===== config.mk =====
export PLATFORM = sky130hd
export DESIGN_NAME = mult_unit_flat
export DESIGN_NICKNAME = d
export VERILOG_FILES = /design/src/rtl/mult_unit_if.sv /design/src/rtl/mult_unit.sv /design/src/flat_wrapper.sv
export SDC_FILE = /design/constraint.sdc
export NUM_CORES = 1
export LEC_CHECK = 0
export ABC_AREA = 1
export BUFFER_PORTS_ARGS = -buffer_cell sky130_fd_sc_hd__clkbuf_2
export CAP_MARGIN = 25
export CORE_ASPECT_RATIO = 1.75
export CORE_MARGIN = 5
export CORE_UTILIZATION = 46
export DETAILED_ROUTE_END_ITERATION = 8
export HOLD_SLACK_MARGIN = 0.15
export PLACE_DENSITY = 0.65
export SLEW_MARGIN = 20
export SYNTH_ARGS = -nofsm -noshare
export SYNTH_HDL_FRONTEND = slang
export SYNTH_SLANG_ARGS = --single-unit

===== constraint.sdc =====
create_clock -name clk -period 26.2 [get_ports clk]
set_input_delay 6.55 -clock clk [delete_from_list [all_inputs] [get_ports clk]]
set_output_delay 6.55 -clock clk [all_outputs]
set_load 0.1 [all_outputs]

===== src/rtl/mult_unit_if.sv =====
// Handshake bundle between the EX-stage hazard logic (master) and the
// multi-cycle HI/LO multiplier (slave).
interface mult_unit_if #(
  parameter int WIDTH = 32
);
  logic             start;
  logic             signed_op;
  logic [WIDTH-1:0] op_a;
  logic [WIDTH-1:0] op_b;
  logic             busy;
  logic             done;
  logic [WIDTH-1:0] hi;
  logic [WIDTH-1:0] lo;

  modport master (
    output start, signed_op, op_a, op_b,
    input  busy, done, hi, lo
  );

  modport slave (
    input  start, signed_op, op_a, op_b,
    output busy, done, hi, lo
  );
endinterface


===== src/rtl/mult_unit.sv =====
// Shift-add MULT/MULTU unit: one WIDTH-bit ripple add plus a 1-bit right shift
// per cycle, magnitudes multiplied and the sign restored on the final edge.
module mult_fa (
  input  logic a,
  input  logic b,
  input  logic ci,
  output logic s,
  output logic co
);
  assign s  = a ^ b ^ ci;
  assign co = (a & b) | (ci & (a ^ b));
endmodule

module mult_unit #(
  parameter int WIDTH = 32
) (
  input logic       clk,
  input logic       rst,
  mult_unit_if.slave bus
);
  localparam int CW = $clog2(WIDTH + 1);

  typedef enum logic [1:0] {IDLE, RUN, DONE} state_t;

  state_t             state, state_nxt;
  logic [WIDTH-1:0]   mcand;
  logic [2*WIDTH-1:0] p;
  logic               neg;
  logic [CW-1:0]      cnt;
  logic [WIDTH-1:0]   hi_q, lo_q;

  logic [WIDTH-1:0]   a_abs, b_abs, addend, sum;
  logic [WIDTH:0]     carry;
  logic [2*WIDTH-1:0] p_step;
  logic               accept, last;

  assign accept = (state == IDLE) && bus.start;
  assign last   = (state == RUN) && (cnt == CW'(1));

  // |0x80..0| wraps to itself, which is still the right unsigned magnitude
  assign a_abs = (bus.signed_op && bus.op_a[WIDTH-1]) ? -bus.op_a : bus.op_a;
  assign b_abs = (bus.signed_op && bus.op_b[WIDTH-1]) ? -bus.op_b : bus.op_b;

  // Ripple chain adds the multiplicand into the upper half when the LSB is set
  assign addend   = p[0] ? mcand : '0;
  assign carry[0] = 1'b0;

  for (genvar i = 0; i < WIDTH; i++) begin : g_fa
    mult_fa u_fa (
      .a  (p[WIDTH+i]),
      .b  (addend[i]),
      .ci (carry[i]),
      .s  (sum[i]),
      .co (carry[i+1])
    );
  end

  assign p_step = {carry[WIDTH], sum, p[WIDTH-1:1]};

  // State register
  always_ff @(posedge clk or posedge rst) begin
    if (rst) state <= IDLE;
    else     state <= state_nxt;
  end

  // Next-state logic
  always_comb begin
    state_nxt = state;
    case (state)
      IDLE:    if (bus.start) state_nxt = RUN;
      RUN:     if (cnt == CW'(1)) state_nxt = DONE;
      DONE:    state_nxt = IDLE;
      default: state_nxt = IDLE;
    endcase
  end

  // Outputs are pure state decodes, so start never reaches them combinationally
  always_comb begin
    bus.busy = (state != IDLE);
    bus.done = (state == DONE);
  end

  always_ff @(posedge clk or posedge rst) begin
    if (rst) begin
      mcand <= '0;
      p     <= '0;
      neg   <= 1'b0;
      cnt   <= '0;
      hi_q  <= '0;
      lo_q  <= '0;
    end else if (accept) begin
      mcand <= a_abs;
      p     <= {{WIDTH{1'b0}}, b_abs};
      neg   <= bus.signed_op & (bus.op_a[WIDTH-1] ^ bus.op_b[WIDTH-1]);
      cnt   <= CW'(WIDTH);
    end else if (state == RUN) begin
      p   <= p_step;
      cnt <= cnt - CW'(1);
      if (last) {hi_q, lo_q} <= neg ? -p_step : p_step;
    end
  end

  assign bus.hi = hi_q;
  assign bus.lo = lo_q;
endmodule


===== src/flat_wrapper.sv =====
// flat-port wrapper written by rule: the top's interface ports become plain ports
module mult_unit_flat 
#(
  parameter int WIDTH = 32
)
  (clk, rst, bus_start, bus_signed_op, bus_op_a, bus_op_b, bus_busy, bus_done, bus_hi, bus_lo);
  mult_unit_if #(.WIDTH(WIDTH)) bus_i ();
  input logic clk;
  input logic rst;
  input wire logic [$bits(bus_i.start)-1:0] bus_start;
  input wire logic [$bits(bus_i.signed_op)-1:0] bus_signed_op;
  input wire logic [$bits(bus_i.op_a)-1:0] bus_op_a;
  input wire logic [$bits(bus_i.op_b)-1:0] bus_op_b;
  output wire logic [$bits(bus_i.busy)-1:0] bus_busy;
  output wire logic [$bits(bus_i.done)-1:0] bus_done;
  output wire logic [$bits(bus_i.hi)-1:0] bus_hi;
  output wire logic [$bits(bus_i.lo)-1:0] bus_lo;
  assign bus_i.start = bus_start;
  assign bus_i.signed_op = bus_signed_op;
  assign bus_i.op_a = bus_op_a;
  assign bus_i.op_b = bus_op_b;
  assign bus_busy = bus_i.busy;
  assign bus_done = bus_i.done;
  assign bus_hi = bus_i.hi;
  assign bus_lo = bus_i.lo;
  mult_unit #(.WIDTH(WIDTH)) u_core (.clk(clk), .rst(rst), .bus(bus_i));
endmodule

==> results of run 1 <==
-- cell type report --
| type | instances | area [um2] |
|---|---|---|
| clock buffers | 17 | 425 |
| clock inverters | 15 | 176 |
| fillers | 2532 | 11700 |
| inverters | 174 | 658 |
| multi-input cells | 1262 | 6370 |
| flip-flops and latches | 169 | 4230 |
| well taps | 312 | 390 |
| repair buffers | 143 | 761 |
-- registers in the layout (all words and copies together) (netlist names) --
register / flops
u_core.bus.hi: 32
u_core.bus.lo: 32
u_core.cnt: 6
u_core.mcand: 32
u_core.neg: 1
u_core.p: 64
u_core.state: 2
-- cells in the mapped netlist, drive strengths merged (9+ instances only) --
cell type / n
a21oi: 9
buf: 35
clkbuf: 25
dfrtp: 169
fa: 31
inv: 174
nand2: 594
nand3: 157
nand3b: 10
nand4: 22
nor2: 187
o21ai: 136
o22ai: 31
xor2: 43
-- power breakdown --
part	switching [W]	internal (W)	leakage [nW]	total (W)
sequential	0.00000733	0.000269	1.99	0.000276
combinational	0.0000829	0.0000370	4.12	0.000120
clock	0.000123	0.000129	0.293	0.000252
-- layout by cell type, fill, tap and decap left out, types with 2 or more instances in the layout --
cell	instances
nand2_1	576
inv_1	168
dfrtp_1	168
nor2_1	166
nand3_1	155
clkbuf_2	133
o21ai_0	127
xor2_1	43
o22ai_1	31
fa_1	31
nand4_1	21
nand2_2	18
clkbuf_16	17
nor2_2	14
nand3b_1	10
a21oi_1	9
buf_4	9
nor2_4	7
inv_6	7
a21o_1	6
ha_1	6
inv_2	5
nor3_1	5
clkinv_8	5
a22oi_1	4
o21ai_2	3
xnor2_1	3
o21ai_1	3
o21ai_4	3
a31oi_1	3
inv_8	3
o221ai_1	2
o211ai_1	2
nand3_2	2
and2_1	2
or2_2	2
o21bai_1	2
-- worst max-delay path by stage --
stage | startpoint | end | slack, ns | cells past startpoint
3_3_place_gp | u_core.p[0]$_DFFE_PP0P_ | u_core.bus.hi[31]$_DFFE_PP0P_ | 12.36 | 49
5_1_grt | u_core.p[0]$_DFFE_PP0P_ | u_core.bus.hi[31]$_DFFE_PP0P_ | 11.55 | 50
6_report | u_core.p[0]$_DFFE_PP0P_ | u_core.bus.hi[31]$_DFFE_PP0P_ | 12.18 | 49
4_1_cts | u_core.p[0]$_DFFE_PP0P_ | u_core.bus.hi[31]$_DFFE_PP0P_ | 12.23 | 50
2_1_floorplan | u_core.p[0]$_DFFE_PP0P_ | u_core.bus.hi[31]$_DFFE_PP0P_ | 12.87 | 47
3_5_place_dp | u_core.p[0]$_DFFE_PP0P_ | u_core.bus.hi[31]$_DFFE_PP0P_ | 12.30 | 49
-- per-layer routing --
metal | share of wire | vias to the layer above | GRT usage
met2 | 0.48 | 342 | 0.385
met3 | 0.048 | 78 | 0.0301
li1 | - | 5507 | -
met1 | 0.43 | 5059 | 0.320
met4 | 0.046 | 0 | 0.121
met5 | 0 | - | 0
-- cells by family after synthesis --
logic type      after synthesis  share of synthesized area
xor+xnor                     46                     0.0348
simple gates                982                      0.358
buf+inv                     234                     0.0847
flops                       169                      0.365
compound gates              197                     0.0969
fa+ha+maj                    37                     0.0601
-- stage by stage --
| step | cells | hold WS (ns) | instance area [um2] |
|---|---|---|---|
| after floorplan | 1665 | 0.449 | 11600 |
| after global placement | 2059 | 0.462 | 12400 |
| after detailed placement | 2059 | 0.468 | 12400 |
| after CTS | 2091 | 0.486 | 13000 |
| after global routing | 2092 | 0.497 | 13000 |
| final | 2092 | 0.480 | 13000 |
-- tightest hold or removal path: stages, from the launching register on --
cell and delay, ns:
dfrtp_1 0.34, nand2_1 0.05, o21ai_0 0.05
==> results.py, run 1 <==
metrics = {
    "run_status": {
        "outcome": "complete, no violations",
    },
    "timing": {
        "slew_violations": 0,
        "setup_viol": 0,
        "tightest_slew_ns": 0.890,
        "fmax_ghz": 0.0713,
        "slew_headroom": 0.406,
        "rsz0062_at_grt": "false",
        "hold_violations": 0,
        "period_needed_ns": 14.02,
        "setup_slack_ns": 12.18,
        "fin_setup_tns_ns": 0,
        "finalCritPeriodShare": 0.535,
        "skew_ns": 0.00974,
    },
    "cts": {
        "clk_latency_ns": 0.45,
        "htreeDepth": 4,
        "numCtsBuffers": 17,
        "clk_path_buf_depth": 2,
        "holdBufCountCts": 0,
        "tritoncts": "yes",
        "cts_resized": 0,
        "cts.clk_slew.worst_paths_ns": 0.07,
        "cts_setup_buffers": 0,
        "clock-sinks": 169,
        "cts_root_buf": "clkbuf_16",
    },
    "synth": {
        "syn_area_mm2": 0.0116,
        "avgSynthCellArea_um2": 6.95,
        "yosys.area.top_type": "dfrtp_1",
        "synthCells": 1665,
        "ys_warn_count": 0,
        "synthTopCellsByArea": "dfrtp_1, nand2_1, nand3_1",
        "ys.flop_type": "dfrtp_1",
        "async_flop_share": 1.00,
        "ys_seq_elements": 169,
        "synth_nets": 1770,
        "synth_edf_count": 0,
        "synth.distinct_cells": 41,
        "synth_top_area_share": 0.365,
        "synth-seq-area-share": 0.365,
    },
    "global_route": {
        "grt_use_total": 0.240,
        "antenna_found_initial": 0,
        "grt_pass1_vias": 10600,
        "grt_pass1_wl_um": 54400,
        "grt_max_degree": 101,
        "grt_overflow": 0,
    },
    "setup_path": {
        "endpoint_kind": "register",
        "worst-path-buf-inv": 7,
        "crit_family": "adder cells",
        "crit_path_start_kind": "register",
        "reg2reg_depth": 49,
        "timing.rr.end": "u_core.bus.hi[31]$_DFFE_PP0P_",
        "path_common_cell": "fa_1",
        "cp.arrival_ns": 14.35,
        "cp.required_ns": 26.53,
        "critPathKind": "register to register",
        "r2r-start": "u_core.p[0]$_DFFE_PP0P_",
        "slowest_delay_ns": 0.42,
        "path_max_fanout": 33,
        "slowest_stage": "fa_1",
        "rrSetupSlack_ns": 12.18,
    },
    "pwr": {
        "peakVddDrop_v": 0.0000467,
        "total_power_w": 0.000648,
        "leakage_nw": 6.40,
        "power_density_mw_per_mm2": 49.8,
    },
    "drt": {
        "viasPerCell": 5.25,
        "ant_nets": 0,
        "wirelength_um": 33200,
        "first_iter_violations": 797,
        "drt-wirelength-per-cell_um": 15.9,
        "drt-pass1-iter-count": 7,
        "drc": 0,
        "num_vias": 11000,
    },
    "worst_hold_path": {
        "hold_path.class": "register to register",
        "hold_depth": 2,
        "holdPathEnd": "u_core.bus.lo[22]$_DFFE_PP0P_",
        "hold_start": "u_core.bus.lo[22]$_DFFE_PP0P_",
    },
    "cells_and_area": {
        "syn_to_final_growth_pct": 12.4,
        "final_net_count": 1872,
        "layout-drive-gt1-share": 0.130,
        "diodes": 0,
        "fin_util": 0.526,
    },
    "placement": {
        "numPortBuffers": 133,
        "detailed_place_hpwl_um": 25700,
        "preCtsSetupSlack_ns": 12.30,
        "globalplace.congestion": 0.986,
    },
    "die": {
        "die_h_um": 220,
        "die_area_mm2": 0.0286,
        "dieWidth_um": 130,
        "coreArea_mm2": 0.0247,
        "ios": 134,
        "start_util": 0.468,
        "num_rows": 76,
    },
    "flow_run": {
        "max_cap_violations": 0,
    },
}
Power figures use the tool's default switching activity.
==> inputs of run 2 (changes only) <==
- ABC_AREA: 1 -> 0
- PLACE_DENSITY: 0.65 -> 0.68
- clock period: 26.2 -> 12.2 ns (I/O delays scaled with it)
==> run 2 against run 1 <==
Effect of this change:
- global-route usage fell by 1.5 points
- the run now ends with setup timing left
- sequential cell count did not move
- die area fell by 10%
- via count fell by 20%
- critical endpoint unchanged
- synthesized cell count fell by 29%
- final cell count fell by 24%
- clock skew rose by 0.0054 ns
- setup slack got worse by 12 ns
- synthesized area fell by 11%
==> results.py, run 2 <==
metrics = {
    "die": {
        "start_util": 0.466,
        "die_area_mm2": 0.0256,
        "dieWidth_um": 123,
        "die_h_um": 208,
        "num_rows": 72,
        "coreArea_mm2": 0.0221,
        "ios": 134,
    },
    "setup_path": {
        "reg2reg_depth": 40,
        "path_max_fanout": 2,
        "critPathKind": "register to register",
        "cp.arrival_ns": 12.58,
        "cp.required_ns": 12.50,
        "r2r-start": "u_core.mcand[0]$_DFFE_PP0P_",
        "crit_path_start_kind": "register",
        "crit_end": "u_core.bus.hi[31]$_DFFE_PP0P_",
        "timing.rr.end": "u_core.bus.hi[31]$_DFFE_PP0P_",
        "critPathLaunch": "u_core.mcand[0]$_DFFE_PP0P_",
        "slowest_stage": "fa_1",
        "path_common_cell": "fa_2",
        "rrSetupSlack_ns": -0.09,
        "slowest_delay_ns": 0.43,
        "endpoint_kind": "register",
    },
    "synth": {
        "syn_area_mm2": 0.0103,
        "synth_edf_count": 0,
        "yosys.area.top_type": "dfrtp_1",
        "ys_warn_count": 0,
        "synth-seq-area-share": 0.411,
        "synthCells": 1180,
        "yosys.cell_count.top_type": "nand2_1",
        "synth_nets": 1285,
        "avgSynthCellArea_um2": 8.72,
        "synth_top_area_share": 0.411,
        "synth.distinct_cells": 54,
        "async_flop_share": 1.00,
        "synth_common_cells": "nand2_1, dfrtp_1, o21ai_0",
        "synthTopCellsByArea": "dfrtp_1, nand2_1, o21ai_0",
        "ys_seq_elements": 169,
        "ys.flop_type": "dfrtp_1",
    },
    "cells_and_area": {
        "final_net_count": 1382,
        "num-fill-cells": 2048,
        "regArea_mm2": 0.00423,
        "fin_util": 0.541,
        "regMostFlops": "u_core.p",
        "layout-drive-gt1-share": 0.201,
        "largest_reg_flops": 64,
        "final_common_cell": "nand2_1",
        "finalNonFillerCells": 1588,
        "final_cell_mix": "nand2_1, dfrtp_1, o21ai_0, clkbuf_2, xor2_1",
        "multiInputGateArea_mm2": 0.00573,
        "syn_to_final_growth_pct": 16.1,
    },
    "timing": {
        "skew_ns": 0.0152,
        "period_needed_ns": 12.29,
        "setup_slack_ns": -0.0856,
        "fin_setup_tns_ns": -0.0856,
        "slew_violations": 0,
        "rsz0062_at_grt": "true",
        "slew_headroom": 0.377,
        "fmax_ghz": 0.0814,
        "finalCritPeriodShare": 1.01,
        "setup_viol": 1,
        "tightest_slew_ns": 0.935,
        "hold_violations": 0,
    },
    "cts": {
        "cts.clk_slew.worst_paths_ns": 0.07,
        "tritoncts": "yes",
        "clk_path_buf_depth": 2,
        "clk_latency_ns": 0.45,
        "cts_root_buf": "clkbuf_16",
        "htreeDepth": 4,
        "clock-sinks": 169,
        "numCtsBuffers": 17,
    },
    "pwr": {
        "total_power_w": 0.00118,
        "power_density_mw_per_mm2": 99.2,
        "peakVddDrop_v": 0.0000965,
        "leakage_nw": 5.48,
    },
    "global_route": {
        "antenna_found_initial": 2,
        "grt_pass1_wl_um": 45300,
        "grt_max_degree": 96,
        "grt_pass1_vias": 8834,
        "grt_overflow": 0,
        "grt_use_met1": 0.265,
        "grt_use_met3": 0.0360,
        "top_usage_layer": "met2",
        "use_met2": 0.382,
        "grt_use_total": 0.225,
    },
    "drt": {
        "num_vias": 8757,
        "viasPerCell": 5.51,
        "first_iter_violations": 560,
        "wirelength_um": 27800,
        "ant_nets": 0,
        "drt-pass1-iter-count": 5,
        "drc": 0,
        "drt-wirelength-per-cell_um": 17.5,
    },
    "flow_run": {
        "max_cap_violations": 0,
    },
    "placement": {
        "detailed_place_hpwl_um": 20300,
        "dp.cells": 1551,
        "globalplace.congestion": 0.941,
        "numPortBuffers": 133,
    },
    "run_status": {
        "failed_checks": "setup timing",
        "outcome": "complete, but fails checks",
    },
    "worst_hold_path": {
        "hold_path.class": "register to register",
    },
}
[run 2: worst min-delay path by stage]
stage                                          endpoint  depth (start not counted)                           from
after floorplan            u_core.mcand[31]$_DFFE_PP0P_                          2   u_core.mcand[31]$_DFFE_PP0P_
after global placement      u_core.mcand[0]$_DFFE_PP0P_                          2    u_core.mcand[0]$_DFFE_PP0P_
after detailed placement  u_core.bus.lo[11]$_DFFE_PP0P_                          2  u_core.bus.lo[11]$_DFFE_PP0P_
after CTS                 u_core.bus.lo[11]$_DFFE_PP0P_                          2  u_core.bus.lo[11]$_DFFE_PP0P_
after global routing      u_core.bus.lo[16]$_DFFE_PP0P_                          2  u_core.bus.lo[16]$_DFFE_PP0P_
final                     u_core.bus.lo[11]$_DFFE_PP0P_                          2  u_core.bus.lo[11]$_DFFE_PP0P_
[run 2: area by class of cell]
type	instances	area share
Sequential cell	169	0.354
Clock inverter	9	0.0117
Timing Repair Buffer	151	0.0670
Inverter	53	0.0171
Tap cell	296	0.0310
Antenna cell	2	0.000419
Clock buffer	23	0.0392
Multi-Input combinational cell	885	0.480
[run 2: critical path: cells and delay by family (launching register included)]
family,cells,cell delay [ns]
buf+inv,4,0.19
flops,1,0.35
xor+xnor,1,0.18
simple gates,1,0.15
fa+ha+maj,32,10.86
compound gates,2,0.38
[run 2: cells by family (layout without fill, tap and decap cells)]
| logic type | count (synthesis) | after routing | synth area share |
|---|---|---|---|
| and+or+nand+nor | 452 | 452 | 0.212 |
| AOI/OAI and AO/OA | 275 | 275 | 0.159 |
| DFF | 169 | 169 | 0.411 |
| buffers and inverters | 126 | 236 | 0.0469 |
| xor gates and xnor gates | 118 | 118 | 0.100 |
| adders and majority gates | 37 | 37 | 0.0676 |
| muxes | 3 | 3 | 0.00292 |
| other | 0 | 2 | 0 |
[run 2: power by group]
group	total, W	switching [W]	internal [W]
Clock	0.000561	0.000227	0.000334
Sequential	0.000560	0	0.000560
Combinational	0.0000630	0.0000400	0.0000230
[run 2: stage by stage]
step                hold slack (ns)  worst slack (ns)  area (um2)
finish                        0.478           -0.0856       11900
floorplan                     0.430            0.0196       10300
global placement              0.455            -0.264       11200
CTS                           0.483            -0.116       11900
global route                  0.503            -0.421       11900
detailed placement            0.469            -0.321       11200
[run 2: metal layers]
| metal | part of all wire | vias up |
|---|---|---|
| met5 | 0 | - |
| met4 | 0.054 | 0 |
| li1 | - | 4246 |
| met1 | 0.39 | 4159 |
| met2 | 0.51 | 259 |
| met3 | 0.046 | 93 |
[run 2: timing repair]
action,CTS,global route
gates resized for setup,12,11
pin swaps,4,9
setup buffers,1,2
hold buffers,0,0
endpoints found under the setup margin,4,4
==> inputs of run 3 (changes only) <==
- BUFFER_PORTS_ARGS: -buffer_cell sky130_fd_sc_hd__clkbuf_2 -> -buffer_cell sky130_fd_sc_hd__buf_2
==> run 3 against run 2 <==
Effect of this change:
- the run still ends with setup timing left
- die area did not move
- sequential cell count did not move
- setup slack improved by 0.0019 ns
- via count fell by 0.49%
- final area fell by 0.40%
- power fell by 3.0%
- clock power fell by 6.4%
- final cell count fell by 0.13%
- critical endpoint unchanged
==> results.py, run 3 (same netlist as run 2, synthesis figures left out) <==
metrics = {
    "placement": {
        "preCtsSetupSlack_ns": -0.329,
        "numPortBuffers": 133,
        "globalplace.congestion": 0.903,
        "detailed_place_hpwl_um": 20000,
    },
    "cells_and_area": {
        "final_cell_mix": "nand2_1, dfrtp_1, o21ai_0, buf_2, xor2_1",
        "num-fill-cells": 2056,
        "final_net_count": 1380,
        "syn_to_final_growth_pct": 15.7,
        "regMostFlops": "u_core.p",
        "largest_reg_flops": 64,
        "layout-drive-gt1-share": 0.200,
        "final_common_cell": "nand2_1",
    },
    "run_status": {
        "outcome": "complete, but fails checks",
        "failed_checks": "setup timing",
    },
    "setup_path": {
        "cp.required_ns": 12.49,
        "slowest_stage": "fa_1",
        "path_common_cell": "fa_2",
        "slowest_delay_ns": 0.43,
        "cp.arrival_ns": 12.57,
        "critPathKind": "register to register",
        "crit_path_start_kind": "register",
        "path_max_fanout": 2,
        "endpoint_kind": "register",
    },
    "flow_run": {
        "max_cap_violations": 0,
    },
    "die": {
        "ios": 134,
        "dieWidth_um": 123,
        "die_h_um": 208,
        "start_util": 0.466,
        "die_area_mm2": 0.0256,
        "coreArea_mm2": 0.0221,
        "num_rows": 72,
    },
    "global_route": {
        "grt_use_total": 0.221,
        "grt_pass1_wl_um": 44300,
        "grt_overflow": 0,
        "grt_max_degree": 106,
        "antenna_found_initial": 2,
        "grt_pass1_vias": 8569,
    },
    "timing": {
        "finalCritPeriodShare": 1.01,
        "skew_ns": 0.00837,
        "rsz0062_at_grt": "true",
        "setup_slack_ns": -0.0837,
        "tightest_slew_ns": 0.911,
        "hold_violations": 0,
        "fmax_ghz": 0.0814,
        "fin_hold_ws_ns": 0.468,
        "slew_headroom": 0.393,
        "setup_viol": 1,
        "slew_violations": 0,
        "period_needed_ns": 12.28,
    },
    "drt": {
        "ant_nets": 0,
        "num_vias": 8714,
        "drc": 0,
        "viasPerCell": 5.49,
        "first_iter_violations": 502,
        "drt-pass1-iter-count": 5,
        "drt-wirelength-per-cell_um": 17.4,
        "wirelength_um": 27600,
    },
    "pwr": {
        "power_density_mw_per_mm2": 96.5,
        "peakVddDrop_v": 0.0000929,
        "leakage_nw": 5.49,
    },
    "cts": {
        "clock-sinks": 169,
        "clk_path_buf_depth": 2,
        "clk_latency_ns": 0.44,
        "cts.clk_slew.worst_paths_ns": 0.07,
        "numCtsBuffers": 17,
        "htreeDepth": 4,
        "tritoncts": "yes",
        "cts_root_buf": "clkbuf_16",
    },
    "worst_hold_path": {
        "hold_path.class": "register to register",
    },
}
-- run 3: changes by cell type in the layout (fill, tap and decap cells not counted), moves of 2 or more --
cell,change
clkbuf_2,-133
clkbuf_1,-3
clkinvlp_4,+3
buf_4,-4
buf_2,+133
bufinv_16,-2
clkinv_2,+2
-- run 3: worst paths after layout --
check	depth (start not counted)	end	slack (ns)	startpoint
max	40	u_core.bus.hi[31]$_DFFE_PP0P_	-0.08	u_core.mcand[0]$_DFFE_PP0P_
min	2	u_core.mcand[31]$_DFFE_PP0P_	0.47	u_core.mcand[31]$_DFFE_PP0P_
max reg2reg	40	u_core.bus.hi[31]$_DFFE_PP0P_	-0.08	u_core.mcand[0]$_DFFE_PP0P_
min reg2reg	2	u_core.mcand[31]$_DFFE_PP0P_	0.47	u_core.mcand[31]$_DFFE_PP0P_
max in group asynchronous	4	u_core.neg$_DFFE_PP0P_	8.01	rst
min in group asynchronous	2	u_core.bus.lo[24]$_DFFE_PP0P_	2.59	rst
-- run 3: area by class of cell --
| type | instances | area [um2] | area share |
|---|---|---|---|
| clock inverter | 13 | 121 | 0.0102 |
| clock buffer | 19 | 443 | 0.0372 |
| tap | 296 | 370 | 0.0311 |
| timing repair buffer | 149 | 810 | 0.0680 |
| sequential | 169 | 4230 | 0.355 |
| inverter | 53 | 204 | 0.0171 |
| antenna | 2 | 5.00 | 0.000421 |
| multi-input combinational | 885 | 5720 | 0.480 |
-- run 3: stage by stage --
stage | TNS, ns | area, um2 | total power (W) | std cells | utilization
floorplan | 0 | 10300 | 0.000606 | 1180 | -
global placement | -0.497 | 11200 | 0.000634 | 1550 | 0.509
detailed placement | -0.752 | 11200 | 0.000634 | 1550 | 0.509
CTS | -0.146 | 11800 | 0.00116 | 1584 | 0.536
global route | -0.802 | 11900 | 0.00119 | 1586 | 0.539
finish | -0.0837 | 11900 | 0.00115 | 1586 | 0.539
-- run 3: power by group --
part / switching (W) / internal, W / total (W)
clock: 0.000237 / 0.000288 / 0.000525
sequential: 0 / 0.000560 / 0.000560
combinational: 0.0000402 / 0.0000238 / 0.0000640
total: 0.000277 / 0.000872 / 0.00115
-- run 3: what timing repair did --
| action | 4_1_cts | 5_1_grt |
|---|---|---|
| pin swaps | 6 | 7 |
| setup endpoints to repair | 4 | 4 |
| hold buffers | 0 | 0 |
| buffers inserted | 2 | 0 |
| gates resized for setup | 9 | 13 |
-- run 3: metal layers --
layer | vias to the layer above | routed length [um] | GRT usage
li1 | 4241 | - | -
met1 | 4151 | 10700 | 0.258
met2 | 251 | 14300 | 0.386
met3 | 71 | 1280 | 0.0300
met4 | 0 | 1250 | 0.112
met5 | - | 0 | 0
-- run 3: critical path, delay by kind of cell (launching register included) --
kind / cells / cell delay, ns
adder cells (fa/ha/maj): 32 / 10.87
AO/OA/AOI/OAI: 2 / 0.39
flip-flops: 1 / 0.36
buffers and inverters: 4 / 0.19
XOR/XNOR: 1 / 0.18
AND/OR/NAND/NOR: 1 / 0.16
